<file path="src/rtl/cpu_types_pkg.sv">
// Shared CPU types: data word and memory-controller state encoding.
// Imported by the cache/memory side of the core.
package cpu_types_pkg;

  typedef logic [31:0] word_t;

  typedef enum logic [1:0] {
    IDLE,
    IACC,
    DRD,
    DWR
  } memctrl_state_t;

endpackage

</file>
<file path="src/rtl/cache_mem_ctrl.sv">
// Arbitrates icache fills and dcache reads/writes onto one single-port RAM.
// Ports: CLK/RST, icache (iREN,iaddr,iwait,iload), dcache (dREN,dWEN,daddr,
//   dstore,dwait,dload), RAM (ramaddr,ramstore,ramREN,ramWEN,ramload,ramready).
module cache_mem_ctrl
  import cpu_types_pkg::*;
#(
  parameter int STARVE_MAX = 8,
  parameter int CNT_W      = 4
) (
  input  logic  CLK,
  input  logic  RST,
  input  logic  iREN,
  input  word_t iaddr,
  output logic  iwait,
  output word_t iload,
  input  logic  dREN,
  input  logic  dWEN,
  input  word_t daddr,
  input  word_t dstore,
  output logic  dwait,
  output word_t dload,
  output word_t ramaddr,
  output word_t ramstore,
  output logic  ramREN,
  output logic  ramWEN,
  input  word_t ramload,
  input  logic  ramready
);

  localparam logic [CNT_W-1:0] SMAX = CNT_W'(STARVE_MAX);

  memctrl_state_t   state;
  logic [CNT_W-1:0] starve_cnt;

  logic dreq;
  logic starved;
  logic gnt_d;

  // Data normally wins; a pending fetch that has watched SMAX data
  // grants in a row takes the next slot instead.
  always_comb begin
    dreq    = dREN | dWEN;
    starved = iREN && (starve_cnt == SMAX);
    gnt_d   = dreq && !starved;
  end

  assign iload = ramload;
  assign dload = ramload;

  assign iwait = !((state == IACC) && ramready);
  assign dwait = !(((state == DRD) || (state == DWR)) && ramready);

  always_ff @(posedge CLK or posedge RST) begin
    if (RST) begin
      state      <= IDLE;
      starve_cnt <= '0;
      ramaddr    <= '0;
      ramstore   <= '0;
      ramREN     <= 1'b0;
      ramWEN     <= 1'b0;
    end else begin
      unique case (state)
        IDLE: begin
          if (gnt_d) begin
            ramaddr <= daddr;
            // Write wins when both dREN and dWEN are up.
            if (dWEN) begin
              ramstore <= dstore;
              state    <= DWR;
              ramWEN   <= 1'b1;
            end else begin
              state  <= DRD;
              ramREN <= 1'b1;
            end
            if (!iREN)
              starve_cnt <= '0;
            else if (starve_cnt != SMAX)
              starve_cnt <= starve_cnt + 1'b1;
          end else if (iREN) begin
            ramaddr    <= iaddr;
            state      <= IACC;
            ramREN     <= 1'b1;
            starve_cnt <= '0;
          end else begin
            starve_cnt <= '0;
          end
        end
        IACC: begin
          // Requester dropping iREN abandons the fill silently.
          if (ramready || !iREN) begin
            state  <= IDLE;
            ramREN <= 1'b0;
          end
        end
        DRD: begin
          if (ramready || !dREN) begin
            state  <= IDLE;
            ramREN <= 1'b0;
          end
        end
        DWR: begin
          // Writes always run to completion.
          if (ramready) begin
            state  <= IDLE;
            ramWEN <= 1'b0;
          end
        end
        default: begin
          state  <= IDLE;
          ramREN <= 1'b0;
          ramWEN <= 1'b0;
        end
      endcase
    end
  end

endmodule

</file>
<file path="config.mk">
export PLATFORM = sky130hd
export DESIGN_NAME = cache_mem_ctrl
export DESIGN_NICKNAME = d
export VERILOG_FILES = /design/src/rtl/cpu_types_pkg.sv /design/src/rtl/cache_mem_ctrl.sv
export SDC_FILE = /design/constraint.sdc
export NUM_CORES = 1
export LEC_CHECK = 0
export ABC_AREA = 1
export CAP_MARGIN = 25
export CORE_MARGIN = 2
export CORE_UTILIZATION = 35
export CTS_BUF_LIST = sky130_fd_sc_hd__clkbuf_2 sky130_fd_sc_hd__clkbuf_4 sky130_fd_sc_hd__clkbuf_8
export CTS_CLUSTER_SIZE = 30
export DETAILED_ROUTE_END_ITERATION = 10
export DONT_BUFFER_PORTS = 1
export GPL_TIMING_DRIVEN = 1
export PLACE_DENSITY_LB_ADDON = 0.25
export SLEW_MARGIN = 20
export SYNTH_ARGS = -nofsm -noshare
export SYNTH_HDL_FRONTEND = slang
export SYNTH_SLANG_ARGS = --single-unit
</file>
<file path="constraint.sdc">
create_clock -name CLK -period 2.93 [get_ports CLK]
set_input_delay 0.293 -clock CLK [delete_from_list [all_inputs] [get_ports CLK]]
set_output_delay 0.293 -clock CLK [all_outputs]
set_load 0.01 [all_outputs]
</file>
==> impl_metrics.tcl, run 1 <==
set metrics [dict create \
    critPathArrivalTime_ns 2.41 \
    post_dp_cell_area_mm2 0.00375 \
    rsz0062_at_grt "false" \
    core_region_area_mm2 0.0119 \
    synth.cell_area_mm2 0.00420 \
    ir_drop_mv 0.251 \
    area_growth_pct -5.81 \
    gp_congestion 0.694 \
    max_slew.worst_pin.slew_ns 0.641 \
    outcome "complete, no violations" \
    insertion_delay_ns 0.34 \
    finalMaxSlewViolations 0 \
    cts_root_buf "clkbuf_8" \
    worst_slack_ns 0.747 \
    cts_made_buffers 9 \
    synth_edf_count 0 \
    ys.flop_type "dfrtp_1" \
    synth_area_leader_cell "dfrtp_1" \
    grt_pass1_vias 2984 \
    grt_pass1_wl_um 15000 \
    cp_max_fo 32 \
    endpoint_kind "flip-flop" \
    final_cells 604 \
    post_drt_wl_per_cell_um 15.6 \
    final_util 0.334 \
    start_util 0.354 \
    slew_headroom 0.571 \
    synthArstFlopShare 1.00 \
    drt-vias-per-instance 4.85 \
    yosysUniqueCellTypes 22 \
    path_clk_slew_ns 0.08 \
    slowest_stage "a21oi_4" \
    post_cts_resized 0 \
    place_inst 585 \
    p_comb_frac 0.293 \
    hold_viol 0 \
    fin_tns_setup_ns 0 \
    hp-class "in2reg" \
    ioPinCount 266 \
    p_leak_nw 2.11 \
    startpoint_type "flip-flop" \
    first_pass_iters 4 \
    path_class "reg2reg" \
    avgSynthCellArea_um2 8.06 \
    min_period_ns 2.18 \
    place_ws_ns 0.721 \
    grt_max_degree 38 \
    max-cap-violations 0 \
    drt_iter0_drc 131 \
    p_sw_frac 0.425 \
    slowest_delay_ns 0.43 \
    die_h_um 114 \
    wl_um 9440 \
    dieArea_mm2 0.0129 \
    antenna_left 0 \
    timing.final.crit_share 0.745 \
    num-nets-final 591 \
    p_sw_mw 1.69 \
    synth_most_common_cell "nand2_1" \
    drc 0 \
    p_int_mw 2.29 \
    setup_viol 0 \
    p_per_area_mw_per_mm2 1010 \
    rows 40 \
    seq_area_frac_synth 0.429 \
    cts_setup_buffers 0 \
    num_vias 2928 \
    synth_area_leaders "dfrtp_1 (43%), nand2_1 (16%), buf_4 (12%)" \
    grt_antenna_before_repair 2 \
    cts_max_level 3 \
    postLayoutCellArea_mm2 0.00396 \
    cp.required_ns 3.16 \
    cts_tree "built" \
    cts_sinks 72 \
    hpwl_um 6820 \
    fmax_mhz 458 \
    path_cells "inv_1 -> ha_1 -> inv_1 -> a21oi_4 -> inv_2 -> nand2_1 -> nand2_1" \
    seqPwrFrac 0.517 \
    finClkSkew_ns 0.00726 \
    synthDominantCellAreaShare 0.429 \
    grt-ovfl-total 0 \
    syn_inst 521 \
    synth_seq_cells 72 \
    clkPwrFrac 0.190 \
    synthesis.nets 662 \
    synth_commonest_cells "nand2_1 (178), dfrtp_1 (72), nand3_1 (71), buf_4 (68), inv_1 (45)" \
    io_buffer_count 0 \
    die_w_um 114 \
    postCtsHoldBufs 1 \
    clock_path_buffers 2 \
    grt.total_usage 0.147 \
    yosys_warnings 0 \
    drive_gt1_frac 0.0769 \
]
[per-layer routing]
layer / global-route usage / wire [µm]
met4: 0.0789 / 264
met2: 0.249 / 4380
met1: 0.167 / 3900
met5: 0 / 0
met3: 0.0430 / 900
[power groups by stage]
stage               Clock [mW]  Sequential, mW  Combinational (mW)
finish                   0.755            2.06                1.17
global route             0.826            2.12                1.40
CTS                      0.797            2.07                1.19
detailed placement           0            2.08                1.19
global placement             0            2.08                1.14
floorplan                    0            1.94                1.15
[layout by cell type, fill, tap and decap left out]
master,n
dlygate4sd3_1,1
ha_1,7
o21bai_1,2
o21ai_0,3
nor2_4,1
buf_12,1
clkbuf_8,12
nor2_1,3
o22ai_1,2
clkinvlp_4,1
inv_2,5
nand2_1,178
buf_4,6
dfrtp_1,72
nand4_1,1
nand3_1,71
a21oi_4,1
nand3b_1,33
clkbuf_4,2
diode_2,2
inv_1,44
xor2_1,2
clkinv_2,2
o21ai_1,1
nand2_2,1
nand2_4,2
a21boi_2,1
[cells by family (layout without fill, tap and decap cells)]
kind of cell,after synthesis,in the layout,synth area share
simple gates,290,290,0.316
xor+xnor,2,2,0.00417
buf+inv,140,74,0.212
compound gates,10,10,0.0179
fa+ha+maj,7,7,0.0209
flops,72,72,0.429
other cells,0,2,0
[path summary, 6_finish.rpt]
kind,slack [ns],endpoint,start,cells after the start
worst max-delay path,0.75,ramaddr[27],state[1],7
worst min-delay path,0.09,ramstore[31],dstore[31],2
worst max register to register,0.75,ramaddr[27],state[1],7
worst min register to register,0.54,ramstore[14],ramstore[14],2
max in group asynchronous,1.76,ramaddr[28],RST,4
min in group asynchronous,0.44,ramstore[15],RST,2
[sequential cells by signal, indices dropped and copies added (netlist names)]
| signal | flops |
|---|---|
| ramaddr | 32 |
| ramWEN | 1 |
| starve_cnt | 4 |
| state | 2 |
| ramREN | 1 |
| ramstore | 32 |
[metrics by stage]
stage | power (mW) | hold slack, ns
global route | 4.34 | 0.0708
finish | 3.98 | 0.0863
global placement | 3.22 | 0.440
CTS | 4.06 | 0.0619
detailed placement | 3.27 | 0.247
floorplan | 3.09 | 0.438
[worst max-delay path, delay by kind of cell (launching register included)]
family | cells | cell delay (ns)
and+or+nand+nor | 2 | 0.21
AOI/OAI and AO/OA | 1 | 0.43
DFF | 1 | 0.41
buffers and inverters | 3 | 0.64
adders and majority gates | 1 | 0.37
[area by class of cell]
cell class	count	area [µm²]
repair buffers	8	75.1
multi-input cells	309	1510
clock inverters	2	12.5
clock buffers	14	180
well taps	147	184
flip-flops and latches	72	1800
fillers	1260	7910
inverters	50	189
diodes	2	5.00
Power figures use the tool's default switching activity.
==> inputs of run 2 (changes only) <==
==> constraint.sdc (replaced) <==
create_clock -name CLK -period 1.9 [get_ports CLK]
set_input_delay 0.19 -clock CLK [delete_from_list [all_inputs] [get_ports CLK]]
set_output_delay 0.19 -clock CLK [all_outputs]
set_load 0.01 [all_outputs]
==> run 2 against run 1 <==
Net effect:
- sequential cell count unchanged
- utilization increased by 3.1 points
- critical endpoint is now ramaddr[17]
- hold slack got worse by 0.057 ns
==> impl_metrics.tcl, run 2 (synthesis gave the netlist of run 1 again) <==
set metrics [dict create \
    outcome "complete, no violations" \
    die_h_um 114 \
    min_period_ns 1.66 \
    slowest_delay_ns 0.43 \
    finalMaxSlewViolations 0 \
    gp_congestion 0.709 \
    rsz0062_at_grt "false" \
    p_per_area_mw_per_mm2 1480 \
    core_region_area_mm2 0.0119 \
    setup_viol 0 \
    first_pass_iters 4 \
    ir_drop_mv 0.347 \
    ioPinCount 266 \
    slowest_stage "inv_2" \
    multi_input_area_mm2 0.00151 \
    n_antenna_cell 0 \
    die_w_um 114 \
    fmax_mhz 602 \
    slew_headroom 0.619 \
    grt_pass1_vias 3155 \
    max-cap-violations 0 \
    holdWs_ns 0.0292 \
    insertion_delay_ns 0.33 \
    rr_worst_depth 7 \
    cp.required_ns 2.17 \
    cts_max_level 3 \
    grt-ovfl-total 0 \
    hpwl_um 6620 \
    endpoint_kind "flip-flop" \
    hp-class "in2reg" \
    grt_max_degree 61 \
    r2r-start "state[0]" \
    area_growth_pct 2.98 \
    hold_viol 0 \
    drt-vias-per-instance 4.82 \
    cp_max_fo 32 \
    start_util 0.354 \
    min_path_cells 3 \
    post_drt_wl_per_cell_um 15.3 \
    finClkSkew_ns 0.00367 \
    grt_pass1_wl_um 15500 \
    cts_root_buf "clkbuf_8" \
    path_clk_slew_ns 0.07 \
    path_cells "inv_1 -> ha_1 -> inv_1 -> a21oi_4 -> inv_2 -> nand2_1 -> nand2_1" \
    drive_gt1_frac 0.0776 \
    cts_sinks 72 \
    rows 40 \
    num-nets-final 626 \
    regArea_mm2 0.00180 \
    io_buffer_count 0 \
    grt.total_usage 0.151 \
    clock_path_buffers 2 \
    timing.final.crit_share 0.874 \
    cts_tree "built" \
    startpoint_type "flip-flop" \
    place_inst 588 \
    r2r-end "ramaddr[17]" \
    holdCritStartpoint "ramready" \
    dieArea_mm2 0.0129 \
    antenna_left 0 \
    max_slew.worst_pin.slew_ns 0.570 \
    fin_tns_setup_ns 0 \
    num_vias 3068 \
    power.total_mw 6.38 \
    grt_antenna_before_repair 0 \
    path_class "reg2reg" \
    critPathArrivalTime_ns 1.93 \
    rrSetupSlack_ns 0.24 \
    drt_iter0_drc 106 \
    cts_made_buffers 9 \
    final_common_cell "nand2_1" \
    top_regs "ramaddr (32), ramstore (32), starve_cnt (4)" \
    wl_um 9740 \
    p_leak_nw 2.27 \
    hold_end "ramWEN" \
    final_cell_mix "nand2_1 (178), dfrtp_1 (72), nand3_1 (71)" \
    final_cells 637 \
    nFillCells 1220 \
    drc 0 \
]
==> run 2: area by class of cell <==
class | count | area share
multi-input combinational | 309 | 0.349
tap | 147 | 0.0425
inverter | 50 | 0.0443
timing repair buffer | 43 | 0.0966
clock inverter | 2 | 0.00810
clock buffer | 14 | 0.0431
sequential | 72 | 0.417
==> run 2: metal layers <==
layer,up-vias,GRT usage,part of all wire
met3,33,0.0494,0.090
met1,1413,0.173,0.41
li1,1489,-,-
met4,0,0.0626,0.018
met5,-,0,0
met2,133,0.261,0.48
==> run 2: repair_timing <==
action                    4_1_cts  5_1_grt
hold buffers                   33        0
hold endpoints to repair       44        0
gates resized for setup         0        0
buffers inserted                0        0
==> run 2: worst max path at each step <==
stage | from | to | slack [ns] | cells after the start
after detailed placement | state[0] | ramaddr[17] | 0.26 | 7
after floorplan | state[0] | ramstore[0] | 0.48 | 9
after CTS | state[0] | ramaddr[17] | 0.23 | 7
after global placement | state[0] | ramaddr[13] | 0.32 | 7
after global routing | state[0] | ramaddr[5] | 0.06 | 7
final | state[0] | ramaddr[17] | 0.24 | 7
==> run 2: through the flow <==
stage           util  cell area (µm²)  worst slack (ns)
3_5_place_dp   0.318             3770             0.260
2_1_floorplan      -             4200             0.484
6_report       0.365             4330             0.239
5_1_grt        0.365             4330            0.0622
4_1_cts        0.365             4330             0.234
3_3_place_gp   0.318             3770             0.321
==> run 2: worst max-delay path, delay by kind of cell, from the launching register on <==
| kind | cells | cell delay [ns] |
|---|---|---|
| and+or+nand+nor | 2 | 0.22 |
| adders and majority gates | 1 | 0.26 |
| AOI/OAI and AO/OA | 1 | 0.05 |
| DFF | 1 | 0.40 |
| buffers and inverters | 3 | 0.67 |
==> run 2: power by group <==
group          total [mW]  switching [mW]  internal, mW
clock                1.31           0.545         0.764
sequential           3.16           0.891          2.27
combinational        1.91            1.18         0.727
total                6.38            2.62          3.76
==> inputs of run 3 (changes only) <==
--- a/config.mk
+++ b/config.mk
@@ -6,6 +6,7 @@
 export NUM_CORES = 1
 export LEC_CHECK = 0
 export ABC_AREA = 1
+export ABC_CLOCK_PERIOD_IN_PS = 1900
 export CAP_MARGIN = 25
 export CORE_MARGIN = 2
 export CORE_UTILIZATION = 35
==> results of run 3 <==
No change in the layout: final DEF, timing and power equal those of run 2.
